**src/rtl/aes_decrypt_ctrl.sv**
```systemverilog
// ---------------------------------------------------------------------------
// aes_decrypt_ctrl
//
// Control FSM for the AES-128 decryption datapath behind the Avalon AES
// register file. A run starts when AES_START is seen high in IDLE. The FSM
// then sequences:
//   - key expansion for KEYEXP_CYCLES cycles
//   - one message load
//   - the initial AddRoundKey with round key 10
//   - 9 full inverse rounds (ISR, ISB, ARK, 4x IMC)
//   - one final inverse round (ISR, ISB, ARK with round key 0)
// Each cycle it drives the operation select, round-key index and column
// select into a shared single-column InvMixColumns datapath.
//
// All outputs are registered. They are computed on the same edge that
// enters a state, so they always describe the current state.
//
// Ports:
//   CLK        in   system clock, all state on rising edge
//   RESET_N    in   asynchronous active-low reset
//   AES_START  in   start level (bit 0 of the start register)
//   AES_DONE   out  decryption complete (bit 0 of the done register)
//   BUSY       out  high in every state other than IDLE and DONE
//   KEYEXP_EN  out  key-expansion unit enable
//   MSG_LD     out  load state register from the encrypted-message registers
//   STATE_LD   out  load state register from the datapath output
//   OP_SEL     out  0 none, 1 AddRoundKey, 2 InvShiftRows,
//                   3 InvSubBytes, 4 InvMixColumns
//   ROUND_IDX  out  round-key index for AddRoundKey (0 otherwise)
//   COL_SEL    out  column index for InvMixColumns (0 otherwise)
//   DE_WE      out  one-cycle write strobe into the decrypted-message regs
//   CYCLE_CNT  out  busy cycles of the last/current run
//                   (only when AES_CTRL_CYCLE_CNT_EN is defined)
//
// Optional feature macro: AES_CTRL_CYCLE_CNT_EN
// ---------------------------------------------------------------------------
module aes_decrypt_ctrl #(
    parameter int KEYEXP_CYCLES = 10,  // legal 1..255
    parameter int CNT_W         = 16
) (
    input  logic             CLK,
    input  logic             RESET_N,
    input  logic             AES_START,
    output logic             AES_DONE,
    output logic             BUSY,
    output logic             KEYEXP_EN,
    output logic             MSG_LD,
    output logic             STATE_LD,
    output logic [2:0]       OP_SEL,
    output logic [3:0]       ROUND_IDX,
    output logic [1:0]       COL_SEL,
`ifdef AES_CTRL_CYCLE_CNT_EN
    output logic [CNT_W-1:0] CYCLE_CNT,
`endif
    output logic             DE_WE
);

    localparam logic [2:0] OP_NONE = 3'd0;
    localparam logic [2:0] OP_ARK  = 3'd1;
    localparam logic [2:0] OP_ISR  = 3'd2;
    localparam logic [2:0] OP_ISB  = 3'd3;
    localparam logic [2:0] OP_IMC  = 3'd4;

    localparam logic [7:0] KEXP_LAST   = 8'(KEYEXP_CYCLES - 1);
    localparam logic [3:0] LAST_ROUND  = 4'd10;

    typedef enum logic [3:0] {
        S_IDLE,
        S_KEYEXP,
        S_LOAD,
        S_ARK0,
        S_ISR,
        S_ISB,
        S_ARK,
        S_IMC,
        S_DONE
    } state_t;

    state_t     state_reg;
    logic [7:0] kexp_cnt_reg;
    logic [3:0] round_reg;   // 1..9 full rounds, 10 = final round
    logic [1:0] col_reg;

    always_ff @(posedge CLK or negedge RESET_N) begin
        if (!RESET_N) begin
            state_reg    <= S_IDLE;
            kexp_cnt_reg <= '0;
            round_reg    <= '0;
            col_reg      <= '0;
            AES_DONE     <= 1'b0;
            BUSY         <= 1'b0;
            KEYEXP_EN    <= 1'b0;
            MSG_LD       <= 1'b0;
            STATE_LD     <= 1'b0;
            DE_WE        <= 1'b0;
            OP_SEL       <= OP_NONE;
            ROUND_IDX    <= '0;
            COL_SEL      <= '0;
        end else begin
            // Every output is idle unless the state being entered says otherwise.
            AES_DONE  <= 1'b0;
            BUSY      <= 1'b0;
            KEYEXP_EN <= 1'b0;
            MSG_LD    <= 1'b0;
            STATE_LD  <= 1'b0;
            DE_WE     <= 1'b0;
            OP_SEL    <= OP_NONE;
            ROUND_IDX <= '0;
            COL_SEL   <= '0;

            case (state_reg)
                S_IDLE: begin
                    if (AES_START) begin
                        state_reg    <= S_KEYEXP;
                        kexp_cnt_reg <= '0;
                        BUSY         <= 1'b1;
                        KEYEXP_EN    <= 1'b1;
                    end
                end

                // Holding START high keeps us here. Because of this, a
                // new run needs START to go low, which passes through IDLE.
                S_DONE: begin
                    if (AES_START) AES_DONE  <= 1'b1;
                    else           state_reg <= S_IDLE;
                end

                default: begin
                    if (!AES_START) begin
                        // Abort: back to IDLE, no write strobe issued.
                        state_reg <= S_IDLE;
                    end else begin
                        BUSY <= 1'b1;
                        case (state_reg)
                            S_KEYEXP: begin
                                if (kexp_cnt_reg == KEXP_LAST) begin
                                    state_reg <= S_LOAD;
                                    MSG_LD    <= 1'b1;
                                end else begin
                                    kexp_cnt_reg <= kexp_cnt_reg + 8'd1;
                                    KEYEXP_EN    <= 1'b1;
                                end
                            end
                            S_LOAD: begin
                                state_reg <= S_ARK0;
                                STATE_LD  <= 1'b1;
                                OP_SEL    <= OP_ARK;
                                ROUND_IDX <= LAST_ROUND;
                            end
                            S_ARK0: begin
                                state_reg <= S_ISR;
                                round_reg <= 4'd1;
                                STATE_LD  <= 1'b1;
                                OP_SEL    <= OP_ISR;
                            end
                            S_ISR: begin
                                state_reg <= S_ISB;
                                STATE_LD  <= 1'b1;
                                OP_SEL    <= OP_ISB;
                            end
                            S_ISB: begin
                                state_reg <= S_ARK;
                                STATE_LD  <= 1'b1;
                                OP_SEL    <= OP_ARK;
                                ROUND_IDX <= LAST_ROUND - round_reg;
                            end
                            S_ARK: begin
                                if (round_reg == LAST_ROUND) begin
                                    // Final round skips InvMixColumns.
                                    state_reg <= S_DONE;
                                    BUSY      <= 1'b0;
                                    AES_DONE  <= 1'b1;
                                    DE_WE     <= 1'b1;
                                end else begin
                                    state_reg <= S_IMC;
                                    col_reg   <= 2'd0;
                                    STATE_LD  <= 1'b1;
                                    OP_SEL    <= OP_IMC;
                                end
                            end
                            S_IMC: begin
                                STATE_LD <= 1'b1;
                                if (col_reg == 2'd3) begin
                                    state_reg <= S_ISR;
                                    round_reg <= round_reg + 4'd1;
                                    OP_SEL    <= OP_ISR;
                                end else begin
                                    col_reg <= col_reg + 2'd1;
                                    OP_SEL  <= OP_IMC;
                                    COL_SEL <= col_reg + 2'd1;
                                end
                            end
                            default: begin
                                state_reg <= S_IDLE;
                                BUSY      <= 1'b0;
                            end
                        endcase
                    end
                end
            endcase
        end
    end

`ifdef AES_CTRL_CYCLE_CNT_EN
    logic [CNT_W-1:0] cycle_cnt_reg;

    // BUSY is high during every busy cycle, so each such cycle adds one on
    // its closing edge. The count freezes once the FSM leaves the busy states.
    always_ff @(posedge CLK or negedge RESET_N) begin
        if (!RESET_N) begin
            cycle_cnt_reg <= '0;
        end else if (state_reg == S_IDLE && AES_START) begin
            cycle_cnt_reg <= '0;
        end else if (BUSY && cycle_cnt_reg != {CNT_W{1'b1}}) begin
            cycle_cnt_reg <= cycle_cnt_reg + 1'b1;
        end
    end

    assign CYCLE_CNT = cycle_cnt_reg;
`endif

endmodule

```
**config.mk**
```make
export PLATFORM = sky130hd
export DESIGN_NAME = aes_decrypt_ctrl
export DESIGN_NICKNAME = d
export VERILOG_FILES = /design/src/rtl/aes_decrypt_ctrl.sv
export SDC_FILE = /design/constraint.sdc
export NUM_CORES = 1
export LEC_CHECK = 0
export ABC_AREA = 0
export BUFFER_PORTS_ARGS = -buffer_cell sky130_fd_sc_hd__buf_2
export CORE_MARGIN = 2
export CORE_UTILIZATION = 51
export DETAILED_ROUTE_END_ITERATION = 10
export PLACE_DENSITY = 0.74
export RECOVER_POWER = 25
export SLEW_MARGIN = 20
export SYNTH_ARGS = -nofsm -noshare
export SYNTH_HDL_FRONTEND = slang
export SYNTH_SLANG_ARGS = --single-unit
export TNS_END_PERCENT = 1
```
**constraint.sdc**
```tcl
create_clock -name CLK -period 1.6 [get_ports CLK]
set_input_delay 0.32 -clock CLK [delete_from_list [all_inputs] [get_ports CLK]]
set_output_delay 0.32 -clock CLK [all_outputs]
set_load 0.01 [all_outputs]
```
==> Word level (Yosys, flattened, before mapping) <==
Index checks and enable logic that the tools add are counted.
{ "totals": {"register_bits": 33, "inputBits": 3, "output_inout_bits": 15} }
{ "classes": {"addsub": 4, "n_eq_ne": 19, "n_mux": 51, "bitwise_logic": 2, "n_reduce_logical": 12} }
{ "ops": {"columns": ["operator", "n"], "rows": [
  ["4-bit two-way mux", 9],
  ["8-bit two-way mux", 4],
  ["4-bit case mux with 7 select lines", 1],
  ["4-bit case mux with 2 select lines", 3],
  ["4-bit by 3-bit == test with 1-bit output, second input constant", 4],
  ["1-bit two-way mux", 16],
  ["8-bit case mux with 2 select lines", 1],
  ["3-bit case mux with 5 select lines", 1],
  ["2-bit two-way mux", 6],
  ["3-bit two-way mux", 4],
  ["4-bit AND reduction", 3],
  ["2-bit inequality test, second input constant", 5],
  ["1-bit case mux with 2 select lines", 5],
  ["8-bit by 1-bit adder with 8-bit output, second input constant", 1],
  ["4-bit by 2-bit == test with 1-bit output, second input constant", 2],
  ["4-bit == test, second input constant", 2],
  ["8-bit by 4-bit == test with 1-bit output, second input constant", 1],
  ["2-bit nonzero test", 3],
  ["6-bit OR reduction", 1],
  ["5-bit AND reduction", 1],
  ["5-bit OR reduction", 1],
  ["4-bit by 1-bit adder with 4-bit output, second input constant", 1],
  ["4-bit by 1-bit == test with 1-bit output, second input constant", 1],
  ["4-bit zero test", 1],
  ["9 further kinds", 11]
]} }

==> Logic depth before layout (Yosys ltp) <==
{ "depth": {"word_depth": 5, "ltp_mapped": 5, "depth_no_buf": 5} }

==> Worst setup path after synthesis <==
Ideal clock, no wire load.
{ "synth_timing": {"path_type": "register to register", "start": "register state_reg[2]", "end": "register kexp_cnt_reg[3]", "setup_time_ns": 0.078, "arrival_ns": 1.528, "t_required_ns": 1.522, "slack_ns": -0.006, "path_stages_with_launch": 5, "path_buffers": 1, "period_less_slack_ns": 1.606, "cell_sequence": "dfrtp_1 -> or4b_1 -> buf_2 -> or3_1 -> a21oi_1"} }
{ "synth_between": {"elab_chain_cells": 3} }
{ "synth_rtl": {"columns": ["item", "line_no", "text"], "rows": [
  ["from (decl)", "79", "state_t state_reg;"],
  ["from (signal assigned)", "86", "state_reg <= S_IDLE;"],
  ["from (signal assigned)", "114", "state_reg <= S_KEYEXP;"],
  ["from (signal assigned)", "125", "else state_reg <= S_IDLE;"],
  ["4-bit by 1-bit == test with 1-bit output (tied with other cells)", "134", "case (state_reg)"],
  ["2-bit nonzero test (no source line) (tied with other cells)", null, null],
  ["4-bit AND reduction (no source line)", null, null],
  ["to (signal assigned)", "140", "kexp_cnt_reg <= kexp_cnt_reg + 8'd1;"],
  ["to (decl)", "80", "logic [7:0] kexp_cnt_reg;"]
]} }
Several ways; a longest one is shown, not always the timed one.
A chain may end at the register's enable or synchronous reset.

==> Worst setup path after layout <==
{ "layout_timing": {"start": "register state_reg[1]", "end": "register kexp_cnt_reg[5]"} }
The elaborated chain is that of the path after synthesis.

==> qor.txt <==
Vias per inst - 5.79
Hold WC Path Type - primary input to flip-flop
Max reg flops - 8
Synth cell count leaders - dfrtp_1, a21oi_1, clkbuf_1, nand2_1, nor2_1
Synth Area per Inst - 10.3 um2
Maxcap violations - 0
# IOs - 18
Compound-cell area share of the yosys netlist - 14.7%
Worst-skew pair later-pin latency - 0.34 ns
Yosys cell types - 47
Setup WS post-layout - -0.0928 ns
Die area - 0.00367 mm2
Syn Inst Count - 159
Synth Net Count - 167
Via count - 1418
Sequential share of power - 46.3%
Net count, final - 209
# rows - 20
PwrDens - 1030 mW/mm2
DR iter-0 viols - 53
Yosys reg bits - 33
DP Cell Count - 237
Period utilization - 106%
Status - finished with violations
Die span in y - 60.5 um
Fin crit period - 1.69 ns
Peak supply drop - 0.619 mV
Most common cell in the netlist - dfrtp_1
Worst Path Arrival - 1.96 ns
Total Wirelength - 3.68 mm
Layout cells sized above 1 - 34.8%
Int Pwr - 1.44 mW
H-tree Lvls - 2
Port bufs - 17
TritonCTS clock tree - done
Antenna-violating nets left - 0
HPWL Detailed - 2.58 mm
Largest family of logic cells by synthesized area - simple AND/OR/NAND/NOR gates
Unrepaired setup endpoints after global routing - true
Clock sink total - 33
Yosys warning total - 0
Post-synth EDFFs - 0
Mux cell area share after synthesis - 3.22%
Finished Layout Cells - 245
CP startpoint kind - flip-flop
Adder-cell share of the synthesized area - 3.84%
Crit-path max FO - 4
Initial Util - 53.4%
Fmax - 0.591 GHz
Die Wd - 60.5 um
Endpoint class of the critical path - flip-flop
Area contributors post-synth - dfrtp_1, ha_1, a21oi_1, nand4b_1, clkbuf_1
GP Congestion - 0.813
Sw Ratio - 32.5%
Gr usage total - 23.0%
Cell Area, Synth - 0.00163 mm2
Main synth FF type - dfrtp_1
Power share of the combinational group - 31.5%
Inserted Diodes - 0
Root Buffer - clkbuf_4
GRT overflow - 0
Vias in the first global route - 1301
Pre-antenna DRT Iters - 4
First-pass GRT wire length - 6.16 mm
Req. time, crit path - 1.87 ns
Area Overhead vs Synth - 26.9%
Clock slew at reported path FFs - 0.11 ns
Pins Over Slew Limit - 0
Core Box Area - 0.00305 mm2
Worst slew pin tran - 0.779 ns
Share of the synthesized area in the top cell type - 50.7%
Layout Utilization - 67.7%
Post-synth ARST share - 100%
Clock Tree Buf Depth - 2
Worst setup path class - flip-flop to flip-flop
Setup bufs post-CTS - 0
Initial antenna violation count - 0
Clock share of power - 22.2%
Relative slew margins - 48.1%
Final Hold Fails - 0
Simple-Gate Fraction of Synth Area - 22.4%
Drt wl/cell - 15.0 um
Failing checks - setup timing
Largest net degree at the start of global routing - 34
Worst R2R Setup Slack - -0.09 ns
Number of remaining DRC errors - 0
Synth Area in XOR/XNOR - 1.07%
Setup Skew - 0.0168 ns
Switching Power - 692 uW
Sequential share of the synthesized area - 50.7%
Final setup vio count - 4
CTS buffer count - 5
Leak - 0.976 nW
Largest area contributor in the netlist - dfrtp_1
==> power groups by stage <==
stage	clock network (mW)	logic [mW]	registers, mW
detailed placement	0	0.616	1.00
floorplan	0	0.352	1.00
global placement	0	0.590	0.997
CTS	0.482	0.634	0.984
global route	0.517	0.744	0.999
finish	0.472	0.671	0.986
==> metal layers <==
layer,global-route usage [%],part of all wire (%),vias up
met4,8.39,1.5,0
met5,0,0,-
met2,35.1,47,50
met1,31.7,46,694
met3,5.97,5.3,6
li1,-,-,668
==> path summary, 6_finish.rpt <==
| check | endpoint | from | cells past startpoint |
|---|---|---|---|
| min in group asynchronous | state_reg[1]$_DFFE_PN0P_ | RESET_N | 3 |
| min reg2reg | COL_SEL[0]$_DFF_PN0_ | col_reg[0]$_DFFE_PN0P_ | 1 |
| min | state_reg[0]$_DFFE_PN0P_ | AES_START | 2 |
| max | kexp_cnt_reg[5]$_DFFE_PN0P_ | state_reg[1]$_DFFE_PN0P_ | 3 |
| max reg2reg | kexp_cnt_reg[5]$_DFFE_PN0P_ | state_reg[1]$_DFFE_PN0P_ | 3 |
| max in group asynchronous | ROUND_IDX[2]$_DFF_PN0_ | RESET_N | 3 |
==> repair_timing <==
action	in CTS	in global routing
pin swaps	2	3
hold buffers	1	0
endpoints found under the hold margin	13	0
resized for setup	7	9
endpoints found under the setup margin	7	12
==> critical path, stage by stage (launching register included) <==
cell and delay [ns]:
dfrtp_1 0.41, or4b_4 0.56, or4_4 0.53, a21oi_2 0.12
==> layout by cell type (no fill, tap or decap), drive strengths merged, types with 4 or more instances in the layout <==
master | Yosys | final
a21oi | 10 | 10
and3 | 4 | 4
buf | 3 | 45
clkbuf | 9 | 8
dfrtp | 33 | 33
ha | 5 | 5
inv | 5 | 5
nand2 | 8 | 8
nand3 | 6 | 6
nand4b | 4 | 4
nor2 | 8 | 8
nor2b | 5 | 5
nor3 | 5 | 5
o21ai | 6 | 6
==> area by class of cell <==
| class | instances | area, um2 |
|---|---|---|
| Sequential cell | 33 | 826 |
| Fill cell | 252 | 985 |
| Timing Repair Buffer | 47 | 314 |
| Inverter | 5 | 18.8 |
| Multi-Input combinational cell | 109 | 800 |
| Clock buffer | 7 | 55.1 |
| Tap cell | 44 | 55.1 |
==> per-stage QoR <==
| stage | TNS, ns | hold slack [ns] | area [um2] | total power, mW | setup slack, ns |
|---|---|---|---|---|---|
| 2_1_floorplan | -0.00369 | 0.0244 | 1640 | 1.35 | -0.00369 |
| 3_3_place_gp | -0.162 | 0.359 | 1940 | 1.59 | -0.0523 |
| 3_5_place_dp | -0.367 | 0.362 | 1940 | 1.62 | -0.112 |
| 4_1_cts | -0.275 | 0.298 | 2030 | 2.10 | -0.102 |
| 5_1_grt | -0.816 | 0.304 | 2070 | 2.26 | -0.137 |
| 6_report | -0.273 | 0.298 | 2070 | 2.13 | -0.0928 |
==> kinds of logic after synthesis <==
kind of cell,Yosys count
AOI/OAI and AO/OA,36
xor gates and xnor gates,2
adders and majority gates,5
buffers and inverters,17
DFF,33
muxes,5
and+or+nand+nor,61
Note: power is estimated with default switching activity, not from simulation.
